<file path="config.mk">
export PLATFORM = sky130hd
export DESIGN_NAME = text_pixel_pipe
export DESIGN_NICKNAME = d
export VERILOG_FILES = /design/src/rtl/text_video_pkg.sv /design/src/rtl/text_cell_counter.sv /design/src/rtl/text_pixel_pipe.sv
export SDC_FILE = /design/constraint.sdc
export NUM_CORES = 1
export LEC_CHECK = 0
export BUFFER_PORTS_ARGS = -buffer_cell sky130_fd_sc_hd__buf_2
export CAP_MARGIN = 15
export CORE_ASPECT_RATIO = 1.5
export CORE_MARGIN = 1.5
export CORE_UTILIZATION = 50
export CTS_BUF_LIST = sky130_fd_sc_hd__clkbuf_4
export DETAILED_ROUTE_END_ITERATION = 10
export PLACE_DENSITY = 0.78
export SLEW_MARGIN = 20
export SYNTH_ARGS = -nofsm -noshare
export SYNTH_HDL_FRONTEND = slang
export SYNTH_SLANG_ARGS = --single-unit
</file>
<file path="constraint.sdc">
create_clock -name clk -period 9.1 [get_ports clk]
set_input_delay 1.82 -clock clk [delete_from_list [all_inputs] [get_ports clk]]
set_output_delay 1.82 -clock clk [all_outputs]
set_load 0.005 [all_outputs]
</file>
<file path="src/rtl/text_video_pkg.sv">
// Shared geometry defaults and helpers for the text-mode video path.
// DEF_*   : default grid, glyph and colour geometry
// HADDR_W : raster coordinate width
// font_index : glyph-row index into the font ROM for a character code and glyph row
package text_video_pkg;

  localparam int unsigned DEF_COLS       = 70;
  localparam int unsigned DEF_ROWS       = 30;
  localparam int unsigned DEF_GLYPH_W    = 9;
  localparam int unsigned DEF_GLYPH_H    = 16;
  localparam int unsigned DEF_COLOR_W    = 12;
  localparam int unsigned DEF_BLINK_LOG2 = 4;
  localparam int unsigned HADDR_W        = 10;

  // Glyphs are stored as GLYPH_H consecutive rows per character code.
  function automatic int unsigned font_index(input logic [7:0] code, input int unsigned yin,
                                             input int unsigned glyph_h);
    return 32'(code) * glyph_h + yin;
  endfunction

endpackage

</file>
<file path="src/rtl/text_cell_counter.sv">
// Tracks the character cell under the raster position.
// clk, clrn          : pixel clock, async active-low reset
// valid_in           : h_addr/v_addr describe an active pixel
// h_addr, v_addr     : raster position
// col_next, row_next, yin_next : cell coordinates of the pixel being accepted this cycle
// xin, yin           : registered in-glyph coordinates of the last accepted pixel
module text_cell_counter
  import text_video_pkg::*;
#(
  parameter int unsigned ROWS    = DEF_ROWS,
  parameter int unsigned GLYPH_W = DEF_GLYPH_W,
  parameter int unsigned GLYPH_H = DEF_GLYPH_H,
  parameter int unsigned ROW_W   = $clog2(ROWS),
  parameter int unsigned XIN_W   = (GLYPH_W > 1) ? $clog2(GLYPH_W) : 1,
  parameter int unsigned YIN_W   = (GLYPH_H > 1) ? $clog2(GLYPH_H) : 1
) (
  input  logic               clk,
  input  logic               clrn,
  input  logic               valid_in,
  input  logic [HADDR_W-1:0] h_addr,
  input  logic [HADDR_W-1:0] v_addr,
  output logic [HADDR_W-1:0] col_next,
  output logic [ROW_W-1:0]   row_next,
  output logic [YIN_W-1:0]   yin_next,
  output logic [XIN_W-1:0]   xin,
  output logic [YIN_W-1:0]   yin
);

  logic [HADDR_W-1:0] col_q, col_d;
  logic [XIN_W-1:0]   xin_q, xin_d;
  logic [ROW_W-1:0]   row_q, row_d;
  logic [YIN_W-1:0]   yin_q, yin_d;
  logic [HADDR_W-1:0] last_v_q, last_v_d;

  always_comb begin
    col_d    = col_q;
    xin_d    = xin_q;
    row_d    = row_q;
    yin_d    = yin_q;
    last_v_d = last_v_q;
    if (valid_in) begin
      last_v_d = v_addr;
      if (h_addr == '0) begin
        col_d = '0;
        xin_d = '0;
        if (v_addr == '0) begin
          row_d = '0;
          yin_d = '0;
        end else if (v_addr != last_v_q) begin
          if (yin_q == YIN_W'(GLYPH_H - 1)) begin
            yin_d = '0;
            row_d = (row_q == ROW_W'(ROWS - 1)) ? '0 : row_q + ROW_W'(1);
          end else begin
            yin_d = yin_q + YIN_W'(1);
          end
        end
      end else if (xin_q == XIN_W'(GLYPH_W - 1)) begin
        xin_d = '0;
        col_d = col_q + HADDR_W'(1);
      end else begin
        xin_d = xin_q + XIN_W'(1);
      end
    end
  end

  always_ff @(posedge clk or negedge clrn) begin
    if (!clrn) begin
      col_q    <= '0;
      xin_q    <= '0;
      row_q    <= '0;
      yin_q    <= '0;
      last_v_q <= '0;
    end else begin
      col_q    <= col_d;
      xin_q    <= xin_d;
      row_q    <= row_d;
      yin_q    <= yin_d;
      last_v_q <= last_v_d;
    end
  end

  assign col_next = col_d;
  assign row_next = row_d;
  assign yin_next = yin_d;
  assign xin      = xin_q;
  assign yin      = yin_q;

endmodule

</file>
<file path="src/rtl/text_pixel_pipe.sv">
// Five-stage text-mode pixel generator: raster position -> char RAM -> font ROM -> colour.
// clk, clrn                  : pixel clock, async active-low reset
// h_addr, v_addr, valid_in   : raster position from the timing controller
// frame_start                : once-per-frame pulse; latches scroll_top and advances blink
// scroll_top                 : physical RAM row shown at screen row 0
// cursor_en/row/col          : blinking underline cursor
// color_text/background      : foreground / background colours
// cram_addr/cram_data        : character RAM port (1-cycle read latency)
// font_addr/font_data        : font ROM port (1-cycle read latency)
// pix_color, pix_valid       : output pixel, 5 cycles after valid_in
module text_pixel_pipe
  import text_video_pkg::*;
#(
  parameter int unsigned COLS       = DEF_COLS,
  parameter int unsigned ROWS       = DEF_ROWS,
  parameter int unsigned GLYPH_W    = DEF_GLYPH_W,
  parameter int unsigned GLYPH_H    = DEF_GLYPH_H,
  parameter int unsigned COLOR_W    = DEF_COLOR_W,
  parameter int unsigned BLINK_LOG2 = DEF_BLINK_LOG2
) (
  input  logic                            clk,
  input  logic                            clrn,
  input  logic [HADDR_W-1:0]              h_addr,
  input  logic [HADDR_W-1:0]              v_addr,
  input  logic                            valid_in,
  input  logic                            frame_start,
  input  logic [$clog2(ROWS)-1:0]         scroll_top,
  input  logic                            cursor_en,
  input  logic [$clog2(ROWS)-1:0]         cursor_row,
  input  logic [$clog2(COLS)-1:0]         cursor_col,
  input  logic [COLOR_W-1:0]              color_text,
  input  logic [COLOR_W-1:0]              color_background,
  output logic [$clog2(ROWS*COLS)-1:0]    cram_addr,
  input  logic [7:0]                      cram_data,
  output logic [$clog2(256*GLYPH_H)-1:0]  font_addr,
  input  logic [GLYPH_W-1:0]              font_data,
  output logic [COLOR_W-1:0]              pix_color,
  output logic                            pix_valid
);

  localparam int unsigned ROW_W   = $clog2(ROWS);
  localparam int unsigned CRAM_AW = $clog2(ROWS * COLS);
  localparam int unsigned FONT_AW = $clog2(256 * GLYPH_H);
  localparam int unsigned XIN_W   = (GLYPH_W > 1) ? $clog2(GLYPH_W) : 1;
  localparam int unsigned YIN_W   = (GLYPH_H > 1) ? $clog2(GLYPH_H) : 1;
  localparam int unsigned FCNT_W  = BLINK_LOG2 + 1;

  logic [HADDR_W-1:0] col_next;
  logic [ROW_W-1:0]   row_next;
  logic [YIN_W-1:0]   yin_next;
  logic [XIN_W-1:0]   xin1;
  logic [YIN_W-1:0]   yin1;

  text_cell_counter #(
    .ROWS    (ROWS),
    .GLYPH_W (GLYPH_W),
    .GLYPH_H (GLYPH_H),
    .ROW_W   (ROW_W),
    .XIN_W   (XIN_W),
    .YIN_W   (YIN_W)
  ) u_cell_counter (
    .clk      (clk),
    .clrn     (clrn),
    .valid_in (valid_in),
    .h_addr   (h_addr),
    .v_addr   (v_addr),
    .col_next (col_next),
    .row_next (row_next),
    .yin_next (yin_next),
    .xin      (xin1),
    .yin      (yin1)
  );

  // Frame-synchronous state: only frame_start may change what the screen shows.
  logic [ROW_W-1:0]  scroll_q;
  logic [FCNT_W-1:0] frame_cnt_q;
  logic              blink;

  always_ff @(posedge clk or negedge clrn) begin
    if (!clrn) begin
      scroll_q    <= '0;
      frame_cnt_q <= '0;
    end else if (frame_start) begin
      scroll_q    <= scroll_top;
      frame_cnt_q <= frame_cnt_q + FCNT_W'(1);
    end
  end

  assign blink = frame_cnt_q[BLINK_LOG2];

  // E1 combinational: physical row, RAM address, out-of-grid and cursor flags.
  logic [ROW_W:0]     row_sum;
  logic [ROW_W-1:0]   phys_row;
  logic               oob_d;
  logic               hit_d;
  logic [CRAM_AW-1:0] cram_addr_d;

  always_comb begin
    row_sum  = {1'b0, row_next} + {1'b0, scroll_q};
    // Both operands are < ROWS, so one conditional subtract replaces the modulo.
    phys_row = (row_sum >= (ROW_W + 1)'(ROWS)) ? ROW_W'(row_sum - (ROW_W + 1)'(ROWS))
                                                : ROW_W'(row_sum);
    oob_d       = (col_next >= HADDR_W'(COLS));
    cram_addr_d = oob_d ? '0 : CRAM_AW'(32'(phys_row) * COLS + 32'(col_next));
    hit_d       = cursor_en & blink & (row_next == cursor_row)
                & (col_next == HADDR_W'(cursor_col))
                & (yin_next >= YIN_W'(GLYPH_H - 2));
  end

  // Sideband pipeline aligned with the memory round trips.
  logic             v1, v2, v3, v4;
  logic             oob1, oob2, oob3, oob4;
  logic             hit1, hit2, hit3, hit4;
  logic [XIN_W-1:0] xin2, xin3, xin4;
  logic [YIN_W-1:0] yin2;

  always_ff @(posedge clk or negedge clrn) begin
    if (!clrn) begin
      cram_addr <= '0;
      font_addr <= '0;
      {v1, v2, v3, v4}         <= '0;
      {oob1, oob2, oob3, oob4} <= '0;
      {hit1, hit2, hit3, hit4} <= '0;
      xin2 <= '0;
      xin3 <= '0;
      xin4 <= '0;
      yin2 <= '0;
    end else begin
      // E1
      cram_addr <= cram_addr_d;
      v1        <= valid_in;
      oob1      <= oob_d;
      hit1      <= hit_d;
      // E2: RAM read in flight
      v2   <= v1;
      oob2 <= oob1;
      hit2 <= hit1;
      xin2 <= xin1;
      yin2 <= yin1;
      // E3
      font_addr <= FONT_AW'(font_index(cram_data, 32'(yin2), GLYPH_H));
      v3   <= v2;
      oob3 <= oob2;
      hit3 <= hit2;
      xin3 <= xin2;
      // E4: ROM read in flight
      v4   <= v3;
      oob4 <= oob3;
      hit4 <= hit3;
      xin4 <= xin3;
    end
  end

  // E5: bit select and colour.
  logic [GLYPH_W-1:0] glyph_row;
  logic               pix_on;
  logic [COLOR_W-1:0] color_d;

  always_comb begin
    glyph_row = font_data >> xin4;
    pix_on    = glyph_row[0] ^ hit4;
    if (!v4) begin
      color_d = '0;
    end else if (oob4 || !pix_on) begin
      color_d = color_background;
    end else begin
      color_d = color_text;
    end
  end

  always_ff @(posedge clk or negedge clrn) begin
    if (!clrn) begin
      pix_color <= '0;
      pix_valid <= 1'b0;
    end else begin
      pix_color <= color_d;
      pix_valid <= v4;
    end
  end

endmodule
</file>
# Word-level counts from Yosys, hierarchy flattened
# Index checks and enable logic that the tools add are counted.
[totals] ff_bits=108 output_inout_bits=37 in_bits=83 word_cells=76
[op_classes] n_reduce_logical=4 add_sub_neg=9 n_bitwise=5 n_lt_le_gt_ge=3 n_eq_ne=6 n_mux=20 mul=1 shifts=1
[ops] op="12-bit two-way mux" n=3
[ops] op="5-bit two-way mux" n=7
[ops] op="10-bit two-way mux" n=3
[ops] op="4-bit two-way mux" n=7
[ops] op="10-bit logical NOT" n=2
[ops] op="12-bit by 10-bit adder with 12-bit output" n=1
[ops] op="12-bit by 4-bit adder with 12-bit output" n=1
[ops] op="5-bit by 6-bit multiplier with 11-bit output, second input constant" n=1
[ops] op="10-bit by 1-bit adder with 10-bit output, second input constant" n=1
[ops] op="5-bit by 1-bit adder with 5-bit output, second input constant" n=2
[ops] op="10-bit by 7-bit equality test with 1-bit output" n=1
[ops] op="10-bit by 7-bit >= comparator with 1-bit output, second input constant" n=1
[ops] op="10-bit inequality test" n=1
[ops] op="9-bit by 4-bit >> shifter with 1-bit output" n=1
[ops] op="4-bit by 1-bit adder with 4-bit output, second input constant" n=2
[ops] op="4-bit equality test, second input constant" n=2
[ops] op="5-bit by 5-bit adder with 6-bit output" n=1
[ops] op="6-bit by 5-bit >= comparator with 1-bit output, second input constant" n=1
[ops] op="5-bit equality test" n=1
[ops] op="5-bit equality test, second input constant" n=1
[ops] op="5-bit subtractor, second input constant" n=1
[ops] op="1-bit bitwise AND" n=4
[ops] op="4-bit >= comparator, second input constant" n=1
[ops] op="1-bit logical NOT" n=1
[ops] op="other kinds (2)" n=2

# Logic depth before layout (Yosys ltp)
# Gate-level depths: netlist (run 1).
[depth] ltp_word=13 depth_mapped=33 depth_no_buf=32

# Cells and area by module
# From an unflattened synthesis (run 1), not the netlist that was laid out.
[hier_totals] cells_unflattened=492 hier_area_um2=5411.4
[by_module_without_submodules] module="text_pixel_pipe" cells_per_inst=318 seq_area_each_um2=1876.8 area_per_inst_um2=3629.7 n_inst=1
[by_module_without_submodules] module="text_cell_counter" cells_per_inst=174 seq_area_each_um2=825.8 area_per_inst_um2=1781.7 n_inst=1

# Worst setup path before layout (run 1)
# OpenSTA, ideal clock, no wires.
[synth_timing] path_type="input port to flip-flop" from="input port h_addr[5]" to="register cram_addr[11]" arrival_time_ns=7.736 path_buffers=1 path_stages=27 setup_slack_ns=1.282 setup_time_ns=0.082 t_required_ns=9.018 path_cell_list="nor4_4 -> and3_1 -> buf_2 -> nand2_1 -> nor3_1 -> mux2i_1 -> nor2_1 -> ha_1 -> inv_1 -> fa_1 -> or4_4 -> o31a_4 -> xnor2_4 -> xor2_1 -> ha_1 -> inv_1 -> fa_1 -> inv_1 -> ha_1 -> and2_1 -> a221o_1 -> xnor2_1 -> ha_1 -> o41ai_1 -> nor2b_1 -> o211ai_1 -> a31oi_1"
[synth_between] elab_chain_cells=9 elab_cells_between_ends=13 cone_classes="add/sub: 3; mul: 1; order compare: 2; mux: 6; reduce/logical: 1"
[synth_lines] item="from (decl)" line="text_pixel_pipe.sv:23" text="input logic [HADDR_W-1:0] h_addr,"
[synth_lines] item="10-bit logical NOT *" line="text_cell_counter.sv:43" text="if (h_addr == '0) begin"
[synth_lines] item="5-bit two-way mux *" line="text_cell_counter.sv:43"
[synth_lines] item="5-bit two-way mux *" line="text_cell_counter.sv:41" text="if (valid_in) begin"
[synth_lines] item="net row_next[0]" line="text_pixel_pipe.sv:49" text="logic [ROW_W-1:0] row_next;"
[synth_lines] item="5-bit by 5-bit adder with 6-bit output *" line="text_pixel_pipe.sv:99" text="row_sum = {1'b0, row_next} + {1'b0, scroll_q};"
[synth_lines] item="5-bit subtractor / 6-bit by 5-bit >= comparator with 1-bit output (equally long branches)" line="text_pixel_pipe.sv:101" text="phys_row = (row_sum >= (ROW_W + 1)'(ROWS)) ? ROW_W'(row_sum - (ROW_W + 1)'(ROWS))"
[synth_lines] item="5-bit two-way mux *" line="text_pixel_pipe.sv:101"
[synth_lines] item="5-bit by 6-bit multiplier with 11-bit output *" line="text_pixel_pipe.sv:104" text="cram_addr_d = oob_d ? '0 : CRAM_AW'(32'(phys_row) * COLS + 32'(col_next));"
[synth_lines] item="12-bit by 10-bit adder with 12-bit output *" line="text_pixel_pipe.sv:104"
[synth_lines] item="12-bit two-way mux *" line="text_pixel_pipe.sv:104"
[synth_lines] item="net cram_addr_d[11]" line="text_pixel_pipe.sv:96" text="logic [CRAM_AW-1:0] cram_addr_d;"
[synth_lines] item="to (signal assigned)" line="text_pixel_pipe.sv:130" text="cram_addr <= cram_addr_d;"
[synth_lines] item="to (decl)" line="text_pixel_pipe.sv:33" text="output logic [$clog2(ROWS*COLS)-1:0] cram_addr,"
# The timed path passes the listed nets; every way through them passes the cells marked *.
# A chain may end at the register's enable or synchronous reset.

# Worst setup path in the final report (run 1)
[layout_timing] from="input port h_addr[1]" to="register cram_addr[11]"
# The elaborated chain is that of the path after synthesis.

==> flow_metrics.env, run 1 <==
export IMPL_drt_iter0_drc=134
export IMPL_routed_via_count=4057
export IMPL_cts_root_buf="clkbuf_4"
export IMPL_yosysUniqueCellTypes=69
export IMPL_cts_reportedPaths_clkPinSlew_ns=0.16
export IMPL_ys_seq_area_frac=0.491
export IMPL_synth_top_area_cell="dfrtp_1"
export IMPL_crit_path_end_kind="flop"
export IMPL_fin_nets=721
export IMPL_setup_slack_ns=1.00
export IMPL_finalSetupViolCount=0
export IMPL_syn_to_final_growth_pct=16.0
export IMPL_internal_power_uw=890
export IMPL_cts_sinks=108
export IMPL_ys_ff_latch=108
export IMPL_critical_path_max_stage_delay_ns=0.58
export IMPL_fillers=883
export IMPL_maxSlewViolCount=0
export IMPL_fin_hold_ws_ns=0.357
export IMPL_leakagePower_uw=0.00304
export IMPL_die_area_mm2=0.0117
export IMPL_synthesis_nets=599
export IMPL_cts_resized=0
export IMPL_first_pass_iters=4
export IMPL_tns_ns=0
export IMPL_final_cells=752
export IMPL_io_buffer_count=119
export IMPL_overflow=0
export IMPL_num_rows=46
export IMPL_synth_area_leaders="dfrtp_1 49%, ha_1 7.5%, xnor2_1 4.5%"
export IMPL_status="completed"
export IMPL_fin_crit_ns=8.10
export IMPL_start_util=0.517
export IMPL_grt_total_usage=0.209
export IMPL_min_path_type="reg -> reg"
export IMPL_startpoint_type="primary input"
export IMPL_gp_congestion=0.856
export IMPL_p_comb_frac=0.374
export IMPL_dp_hpwl_um=8960
export IMPL_h_tree_depth=3
export IMPL_drtAntennaViolNets=0
export IMPL_worstSetupPathType="in -> reg"
export IMPL_ir_drop_v=0.000136
export IMPL_core_area_mm2=0.0106
export IMPL_r2r_end="cram_addr[11]"
export IMPL_maxCapViolations=0
export IMPL_hold_violations=0
export IMPL_worst_r2r_path_depth=26
export IMPL_tightest_slew_ns=0.911
export IMPL_clock_latency_ns=0.46
export IMPL_final_layout_size_suffix_gt1_frac=0.293
export IMPL_max_slew_margin=0.393
export IMPL_grt_pass1_wl_um=18900
export IMPL_holdPathStages=0
export IMPL_syn_area_mm2=0.00550
export IMPL_die_h_um=131
export IMPL_yosysWarnings=0
export IMPL_antenna_found_initial=1
export IMPL_drt_total_wl_um=11400
export IMPL_ff2ff_setup_slack_ns=2.27
export IMPL_synth_area_per_cell_um2=11.5
export IMPL_die_x_um=88.6
export IMPL_cp_common_cell="ha_1"
export IMPL_tritoncts="built"
export IMPL_synth_enable_flop_cells=0
export IMPL_min_from="oob2"
export IMPL_net_switching_power_uw=482
export IMPL_numCtsBuffers=9
export IMPL_finClkSkew_ns=0.0102
export IMPL_synth_ff_type="dfrtp_1"
export IMPL_grt_pass1_vias=4162
export IMPL_critPathSlowestCell="or4_4"
export IMPL_fmax_mhz=123
export IMPL_path_max_fanout=7
export IMPL_power_density_mw_per_mm2=215
export IMPL_arrival_ns=8.49
export IMPL_pre_cts_slack_ns=0.533
export IMPL_place_inst=735
export IMPL_clk_path_buf_depth=2
export IMPL_synth_top_area_frac=0.491
export IMPL_r2r_start="u_cell_counter.last_v_q[3]"
export IMPL_wire_per_inst_um=15.1
export IMPL_grt_max_degree=77
export IMPL_p_sw_frac=0.351
export IMPL_post_cts_setup_buffer_count=0
export IMPL_min_period_over_period=0.890
export IMPL_drc=0
export IMPL_seqPwrFrac=0.464
export IMPL_total_power_uw=1370
export IMPL_rsz0062_at_grt="no"
export IMPL_hold_buffers=0
export IMPL_hold_path_end="oob3"
export IMPL_power_frac_clock=0.162
export IMPL_vias_per_cell=5.39
export IMPL_synthArstFlopShare=1.00
export IMPL_required_ns=9.49
export IMPL_io_pins=120
export IMPL_syn_inst=480
## critical path: cells and delay by family
family / cells / cell delay, ns
multiplexers: 1 / 0.32
AO/OA/AOI/OAI: 5 / 1.58
XOR/XNOR: 3 / 0.59
AND/OR/NAND/NOR: 8 / 2.19
adder cells (fa/ha/maj): 6 / 1.70
buffers and inverters: 4 / 0.31
## cells by family (layout without fill, tap and decap cells)
group | after synthesis | after routing | synth area share
other | 0 | 1 | 0
muxes | 35 | 35 | 0.0742
DFF | 108 | 108 | 0.491
buffers and inverters | 33 | 160 | 0.0234
and+or+nand+nor | 155 | 155 | 0.162
adders and majority gates | 36 | 36 | 0.0860
xor gates and xnor gates | 47 | 47 | 0.0783
AOI/OAI and AO/OA | 66 | 66 | 0.0851
## cells in the final DEF (no fill, tap or decap), types with 4 or more instances in the layout
cell type  instances
or3_1              4
a31oi_1            4
nor4_1             4
nand2b_1           4
dfrtp_1          108
o22ai_1            4
ha_1              33
mux2_2            16
nor3b_1            5
xnor2_1           28
buf_2            118
mux2i_1           16
a21oi_1           11
nand3_1            8
inv_1             23
nor2b_1           18
xor2_1            18
o21ai_0           15
clkbuf_4          10
or2_2              4
nand2_1           19
nor3_1            14
nand4_1            7
nor2_1            41
## final cells by class
type,instances,area (µm²),area share
Multi-Input combinational cell,339,2670,0.419
Antenna cell,1,2.50,0.000392
Sequential cell,108,2700,0.424
Clock inverter,6,48.8,0.00765
Tap cell,144,180,0.0282
Timing Repair Buffer,121,613,0.0961
Clock buffer,10,75.1,0.0118
Inverter,23,86.3,0.0135
## through the flow
stage | area, µm² | util
after CTS | 6370 | 0.599
after global routing | 6380 | 0.599
after detailed placement | 6250 | 0.587
after global placement | 6250 | 0.587
after floorplan | 5500 | -
final | 6380 | 0.599
## worst max-delay path by stage
stage,start,to,slack [ns],cells past startpoint
after floorplan,h_addr[5],cram_addr[11],1.28,27
after global placement,h_addr[1],cram_addr[11],0.79,27
after detailed placement,h_addr[1],cram_addr[11],0.53,27
after CTS,h_addr[1],cram_addr[11],1.06,27
after global routing,h_addr[1],cram_addr[11],0.61,28
final,h_addr[1],cram_addr[11],1.00,27
## sequential cells by signal, summed over array words and instances (netlist names), 4 cells and up
register,flops
scroll_q,5
xin4,4
cram_addr,12
u_cell_counter.last_v_q,10
u_cell_counter.yin,4
font_addr,12
yin2,4
pix_color,12
u_cell_counter.col_q,10
frame_cnt_q,5
u_cell_counter.row_q,5
u_cell_counter.xin,4
xin2,4
xin3,4
## power by group through the flow
stage | logic (µW) | clock network (µW) | registers [µW]
after floorplan | 362 | 0 | 640
after global placement | 496 | 0 | 640
after detailed placement | 518 | 0 | 646
after CTS | 520 | 232 | 637
after global routing | 583 | 254 | 649
final | 513 | 222 | 636
## routing by layer
metal / share of wire / track usage / wire length (µm)
met5: 0 / 0 / 0
met4: 0.025 / 0.0833 / 284
met3: 0.035 / 0.0402 / 401
met2: 0.57 / 0.380 / 6460
met1: 0.37 / 0.231 / 4230
## synth_stat cells (5+ instances only)
library cell	count
a21oi_1	11
clkbuf_1	5
dfrtp_1	108
ha_1	33
inv_1	23
mux2_2	16
mux2i_1	16
nand2_1	19
nand3_1	8
nand4_1	7
nor2_1	41
nor2b_1	18
nor3_1	14
nor3b_1	5
o21ai_0	15
xnor2_1	28
xor2_1	18
(Power assumes the default switching activity.)
==> inputs of run 2 (changes only) <==
- CTS_BUF_LIST: sky130_fd_sc_hd__clkbuf_4 -> sky130_fd_sc_hd__clkbuf_2 sky130_fd_sc_hd__clkbuf_4 sky130_fd_sc_hd__clkbuf_8
- PLACE_DENSITY: 0.78 -> 0.81
- clock period: 9.1 -> 7.2 ns (I/O delays scaled with it)
==> run 2 against run 1 <==
  * Setup slack worse by 0.86 ns
  * Total power up 44%
  * Sequential power up 27%
  * Highest routed layer unchanged
  * Global-route usage up 1.9 points
  * Via count up 7.2%
  * Die area unchanged
  * Worst hold slack worse by 0.010 ns
  * Final cell count up 8.4%
  * Register-to-register slack worse by 1.4 ns
==> flow_metrics.env, run 2 (same netlist as run 1, synthesis figures left out) <==
export IMPL_status="completed"
export IMPL_vias_per_cell=5.34
export IMPL_postLayoutCoreUtil=0.669
export IMPL_drc=0
export IMPL_fmax_mhz=142
export IMPL_die_x_um=88.6
export IMPL_drtAntennaViolNets=0
export IMPL_overflow=0
export IMPL_cts_root_buf="clkbuf_8"
export IMPL_startpoint="v_addr[0]"
export IMPL_max_slew_margin=0.436
export IMPL_cp_common_cell="ha_4"
export IMPL_tns_ns=0
export IMPL_startpoint_type="primary input"
export IMPL_final_common_cell="buf_2"
export IMPL_ff2ff_setup_slack_ns=0.92
export IMPL_io_buffer_count=119
export IMPL_critPathBufInv=7
export IMPL_setup_slack_ns=0.144
export IMPL_num_rows=46
export IMPL_gp_congestion=0.925
export IMPL_numCtsBuffers=9
export IMPL_first_pass_iters=4
export IMPL_clock_latency_ns=0.37
export IMPL_dpl_instance_area_mm2=0.00671
export IMPL_start_util=0.517
export IMPL_pre_cts_slack_ns=-0.187
export IMPL_min_period_over_period=0.980
export IMPL_r2r_start="u_cell_counter.last_v_q[7]"
export IMPL_hold_violations=0
export IMPL_worst_r2r_path_depth=28
export IMPL_dp_hpwl_um=10000
export IMPL_min_path_type="reg -> reg"
export IMPL_leakagePower_uw=0.00341
export IMPL_io_pins=120
export IMPL_power_density_mw_per_mm2=277
export IMPL_die_h_um=131
export IMPL_finalSetupViolCount=0
export IMPL_antenna_found_initial=0
export IMPL_die_area_mm2=0.0117
export IMPL_syn_to_final_growth_pct=29.6
export IMPL_final_cells=815
export IMPL_path_max_fanout=5
export IMPL_r2r_end="cram_addr[11]"
export IMPL_fin_nets=785
export IMPL_grt_pass1_vias=4575
export IMPL_top_regs="cram_addr x12, font_addr x12, pix_color x12"
export IMPL_insertedDiodeCount=0
export IMPL_drt_iter0_drc=208
export IMPL_layout_common_cells="117 x buf_2, 108 x dfrtp_1, 66 x buf_4"
export IMPL_crit_path_end_kind="flop"
export IMPL_h_tree_depth=3
export IMPL_required_ns=7.42
export IMPL_ir_drop_v=0.000196
export IMPL_core_area_mm2=0.0106
export IMPL_grt_pass1_wl_um=20700
export IMPL_maxSlewViolCount=0
export IMPL_clk_path_buf_depth=2
export IMPL_worstSetupEndpoint="cram_addr[11]"
export IMPL_tightest_slew_ns=0.846
export IMPL_critPathSlowestCell="or4_4"
export IMPL_final_layout_size_suffix_gt1_frac=0.401
export IMPL_worstSetupPathType="in -> reg"
export IMPL_cts_sinks=108
export IMPL_maxCapViolations=0
export IMPL_fin_area_mm2=0.00713
export IMPL_grt_total_usage=0.229
export IMPL_grt_max_degree=73
export IMPL_arrival_ns=7.28
export IMPL_tritoncts="built"
export IMPL_place_inst=789
export IMPL_routed_via_count=4349
export IMPL_cpLargestDelayFamily="compound AO/OA/AOI/OAI gates"
export IMPL_finClkSkew_ns=0.00980
export IMPL_drt_total_wl_um=13000
export IMPL_critical_path_max_stage_delay_ns=0.56
export IMPL_wire_per_inst_um=15.9
export IMPL_path_depth=29
export IMPL_cts_reportedPaths_clkPinSlew_ns=0.11
export IMPL_fin_crit_ns=7.06
[run 2: through the flow]
step	hold slack (ns)	total power, µW
2_1_floorplan	0.331	1270
3_3_place_gp	0.331	1530
3_5_place_dp	0.335	1570
4_1_cts	0.348	1930
5_1_grt	0.348	2120
6_report	0.347	1980
[run 2: metal layers]
metal  track usage  wire length (µm)  part of all wire
met1         0.238              4670              0.36
met2         0.437              7500              0.58
met3        0.0364               441             0.034
met4        0.0885               344             0.027
met5             0                 0                 0
[run 2: worst min path at each step]
stage / startpoint / endpoint / slack (ns) / depth (start not counted)
floorplan: yin2[0] / font_addr[0] / 0.33 / 0
detailed placement: oob2 / oob3 / 0.33 / 0
CTS: oob1 / oob2 / 0.35 / 0
global placement: yin2[2] / font_addr[2] / 0.33 / 0
finish: oob1 / oob2 / 0.35 / 0
global route: oob1 / oob2 / 0.35 / 0
[run 2: layout make-up]
type | count | area (µm²)
clock buffers | 9 | 124
inverters | 23 | 86.3
repair buffers | 185 | 1100
flip-flops and latches | 108 | 2700
fillers | 838 | 3520
clock inverters | 7 | 70.1
well taps | 144 | 180
multi-input cells | 339 | 2860
[run 2: what timing repair did]
item	in CTS	in global routing
resized for setup	0	28
hold buffers	0	0
buffers inserted	0	10
setup endpoints to repair	0	1
[run 2: worst reg2reg max path, delay by kind of cell (launching register included)]
family                     cells  cell delay [ns]
AOI/OAI and AO/OA              6             1.50
xor gates and xnor gates       3             0.56
adders and majority gates      5             1.34
buffers and inverters          6             0.72
DFF                            1             0.41
muxes                          1             0.24
and+or+nand+nor                7             1.36
[run 2: report_power, final]
group          internal, µW  switching, µW
combinational           426            387
clock                   135            223
sequential              733           72.1
total                  1290            682
==> inputs of run 3 (changes only) <==
- CORE_MARGIN: 1.5 -> 2
- SYNTH_HIERARCHICAL: default -> 1
==> run 3 against run 2 <==
  * Non-clock buffer count is 46 lower
  * Via count is 1.2% lower
  * Flip-flop and latch count unchanged
  * Sequential share of layout area increased by 3.3 points
  * Die area rose by 0.31%
  * Area after synthesis fell by 1.6%
  * Core utilization fell by 5.0 points
  * Setup slack better by 0.20 ns
  * Global-route usage fell by 1.4 points
  * Cell area fell by 8.0%
  * Sequential power fell by 2%
  * Maximum frequency increased by 3.0%
  * Largest cell class is now flip-flops and latches
  * Highest routed layer unchanged
==> flow_metrics.env, run 3 <==
export IMPL_synth_enable_flop_cells=0
export IMPL_grt_max_degree=75
export IMPL_synthArstFlopShare=1.00
export IMPL_synthMostInstantiatedCell="dfrtp_1"
export IMPL_die_area_mm2=0.0117
export IMPL_fin_crit_ns=6.85
export IMPL_gp_congestion=1.05
export IMPL_maxCapViolations=0
export IMPL_ff2ff_setup_slack_ns=1.13
export IMPL_rsz0062_at_grt="no"
export IMPL_ys_ff_latch=108
export IMPL_drc=0
export IMPL_fmax_mhz=146
export IMPL_status="completed"
export IMPL_fin_nets=750
export IMPL_yosysWarnings=6
export IMPL_hold_violations=0
export IMPL_overflow=0
export IMPL_synthesis_nets=611
export IMPL_io_pins=120
export IMPL_syn_inst=492
export IMPL_clock_latency_ns=0.37
export IMPL_synth_top_area_cell="dfrtp_1"
export IMPL_synth_area_leaders="dfrtp_1 50%, ha_1 7.6%, xor2_1 3.9%"
export IMPL_startpoint="h_addr[1]"
export IMPL_core_area_mm2=0.0106
export IMPL_leakagePower_uw=0.00318
export IMPL_place_inst=763
export IMPL_clk_path_buf_depth=2
export IMPL_antenna_found_initial=0
export IMPL_maxSlewViolCount=0
export IMPL_io_buffer_count=119
export IMPL_dp_hpwl_um=9380
export IMPL_critPathSlowestCell="fa_1"
export IMPL_hold_buffers=0
export IMPL_synth_top_area_frac=0.499
export IMPL_top_layer="met4"
export IMPL_wire_per_inst_um=15.6
export IMPL_min_period_over_period=0.952
export IMPL_startpoint_type="primary input"
export IMPL_cts_reportedPaths_clkPinSlew_ns=0.10
export IMPL_tritoncts="built"
export IMPL_routed_wl_met2_um=6500
export IMPL_r2r_start="u_cell_counter/yin[1]"
export IMPL_cp_common_cell="buf_4"
export IMPL_arrival_ns=7.11
export IMPL_drt_iter0_drc=162
export IMPL_start_util=0.511
export IMPL_required_ns=7.46
export IMPL_ir_drop_v=0.000126
export IMPL_grt_pass1_vias=4365
export IMPL_numCtsBuffers=9
export IMPL_num_rows=46
export IMPL_drt_met1_wl_um=4580
export IMPL_first_pass_iters=4
export IMPL_grt_total_usage=0.215
export IMPL_final_common_cell="buf_2"
export IMPL_yosysUniqueCellTypes=61
export IMPL_drt_total_wl_um=12200
export IMPL_critical_path_max_stage_delay_ns=0.40
export IMPL_vias_per_cell=5.51
export IMPL_path_max_fanout=5
export IMPL_finClkSkew_ns=0.0133
export IMPL_synth_area_per_cell_um2=11.0
export IMPL_synth_ff_type="dfrtp_1"
export IMPL_power_density_mw_per_mm2=257
export IMPL_tightest_slew_ns=0.888
export IMPL_fillers=885
export IMPL_final_cells=780
export IMPL_routed_via_count=4298
export IMPL_insertedDiodeCount=0
export IMPL_worstSetupPathType="in -> reg"
export IMPL_synth_commonest_cells="108 x dfrtp_1, 36 x nor2_1, 33 x ha_1, 33 x nand2_1, 32 x o21ai_0"
export IMPL_ys_seq_area_frac=0.499
export IMPL_dr_wl_met3_um=623
export IMPL_finalSetupViolCount=0
export IMPL_max_slew_margin=0.408
export IMPL_syn_area_mm2=0.00541
export IMPL_crit_path_end_kind="flop"
export IMPL_min_path_type="reg -> reg"
export IMPL_final_layout_size_suffix_gt1_frac=0.310
export IMPL_worst_r2r_path_depth=27
export IMPL_cts_root_buf="clkbuf_8"
export IMPL_syn_to_final_growth_pct=21.2
export IMPL_worstSetupEndpoint="cram_addr[10]"
export IMPL_cts_sinks=108
export IMPL_grt_pass1_wl_um=19700
export IMPL_postLayoutCoreUtil=0.619
export IMPL_top_regs="cram_addr x12, font_addr x12, pix_color x12"
export IMPL_r2r_end="cram_addr[10]"
export IMPL_layout_common_cells="118 x buf_2, 108 x dfrtp_1, 35 x nor2_1"
export IMPL_die_h_um=131
export IMPL_h_tree_depth=3
export IMPL_die_x_um=88.9
export IMPL_drtAntennaViolNets=0
-- run 3: metal layers --
metal,vias to the layer above,GRT usage
met4,0,0.114
met1,2082,0.238
met3,34,0.0207
met2,142,0.388
li1,2040,-
met5,-,0
-- run 3: where the power goes --
part           internal [µW]  switching [µW]
sequential               729            62.7
clock                    203             205
combinational            227             261
-- run 3: worst min-delay path by stage --
stage               startpoint           end  slack, ns  depth (start not counted)
floorplan              yin2[0]  font_addr[0]       0.33                          0
global placement       xin2[0]       xin3[0]       0.33                          0
detailed placement        hit3          hit4       0.33                          0
CTS                       oob1          oob2       0.36                          0
global route                v1            v2       0.36                          0
finish                 yin2[0]  font_addr[0]       0.35                          0
-- run 3: through the flow --
| stage | hold slack, ns | power, µW | setup slack (ns) | setup TNS (ns) | cell area [µm²] |
|---|---|---|---|---|---|
| 2_1_floorplan | 0.331 | 1100 | 0.269 | 0 | 5410 |
| 3_3_place_gp | 0.332 | 1260 | 0.0939 | 0 | 6280 |
| 3_5_place_dp | 0.335 | 1290 | -0.127 | -0.222 | 6280 |
| 4_1_cts | 0.355 | 1700 | 0.257 | 0 | 6510 |
| 5_1_grt | 0.361 | 1800 | 0.00809 | 0 | 6560 |
| 6_report | 0.355 | 1690 | 0.348 | 0 | 6560 |
-- run 3: cells by family after synthesis --
kind of cell / Yosys count / share of synthesized area
DFF: 108 / 0.499
muxes: 24 / 0.0532
buffers and inverters: 24 / 0.0183
xor gates and xnor gates: 45 / 0.0728
AOI/OAI and AO/OA: 92 / 0.112
adders and majority gates: 36 / 0.0874
and+or+nand+nor: 163 / 0.157
-- run 3: final cells by class --
type	count	area, µm²	share of cell area
repair buffers	139	748	0.114
well taps	144	180	0.0275
inverters	13	48.8	0.00744
flip-flops and latches	108	2700	0.412
clock inverters	6	93.8	0.0143
clock buffers	10	131	0.0200
multi-input cells	360	2650	0.405
-- run 3: worst max-delay path, delay by kind of cell --
kind	cells	cell delay, ns
muxes	1	0.29
adders and majority gates	4	1.34
buffers and inverters	7	1.00
and+or+nand+nor	7	1.55
AOI/OAI and AO/OA	8	1.29
xor gates and xnor gates	1	0.21
-- run 3: timing repair --
action	4_1_cts	5_1_grt
endpoints found under the setup margin	0	3
buffers inserted	0	1
resized for setup	0	10
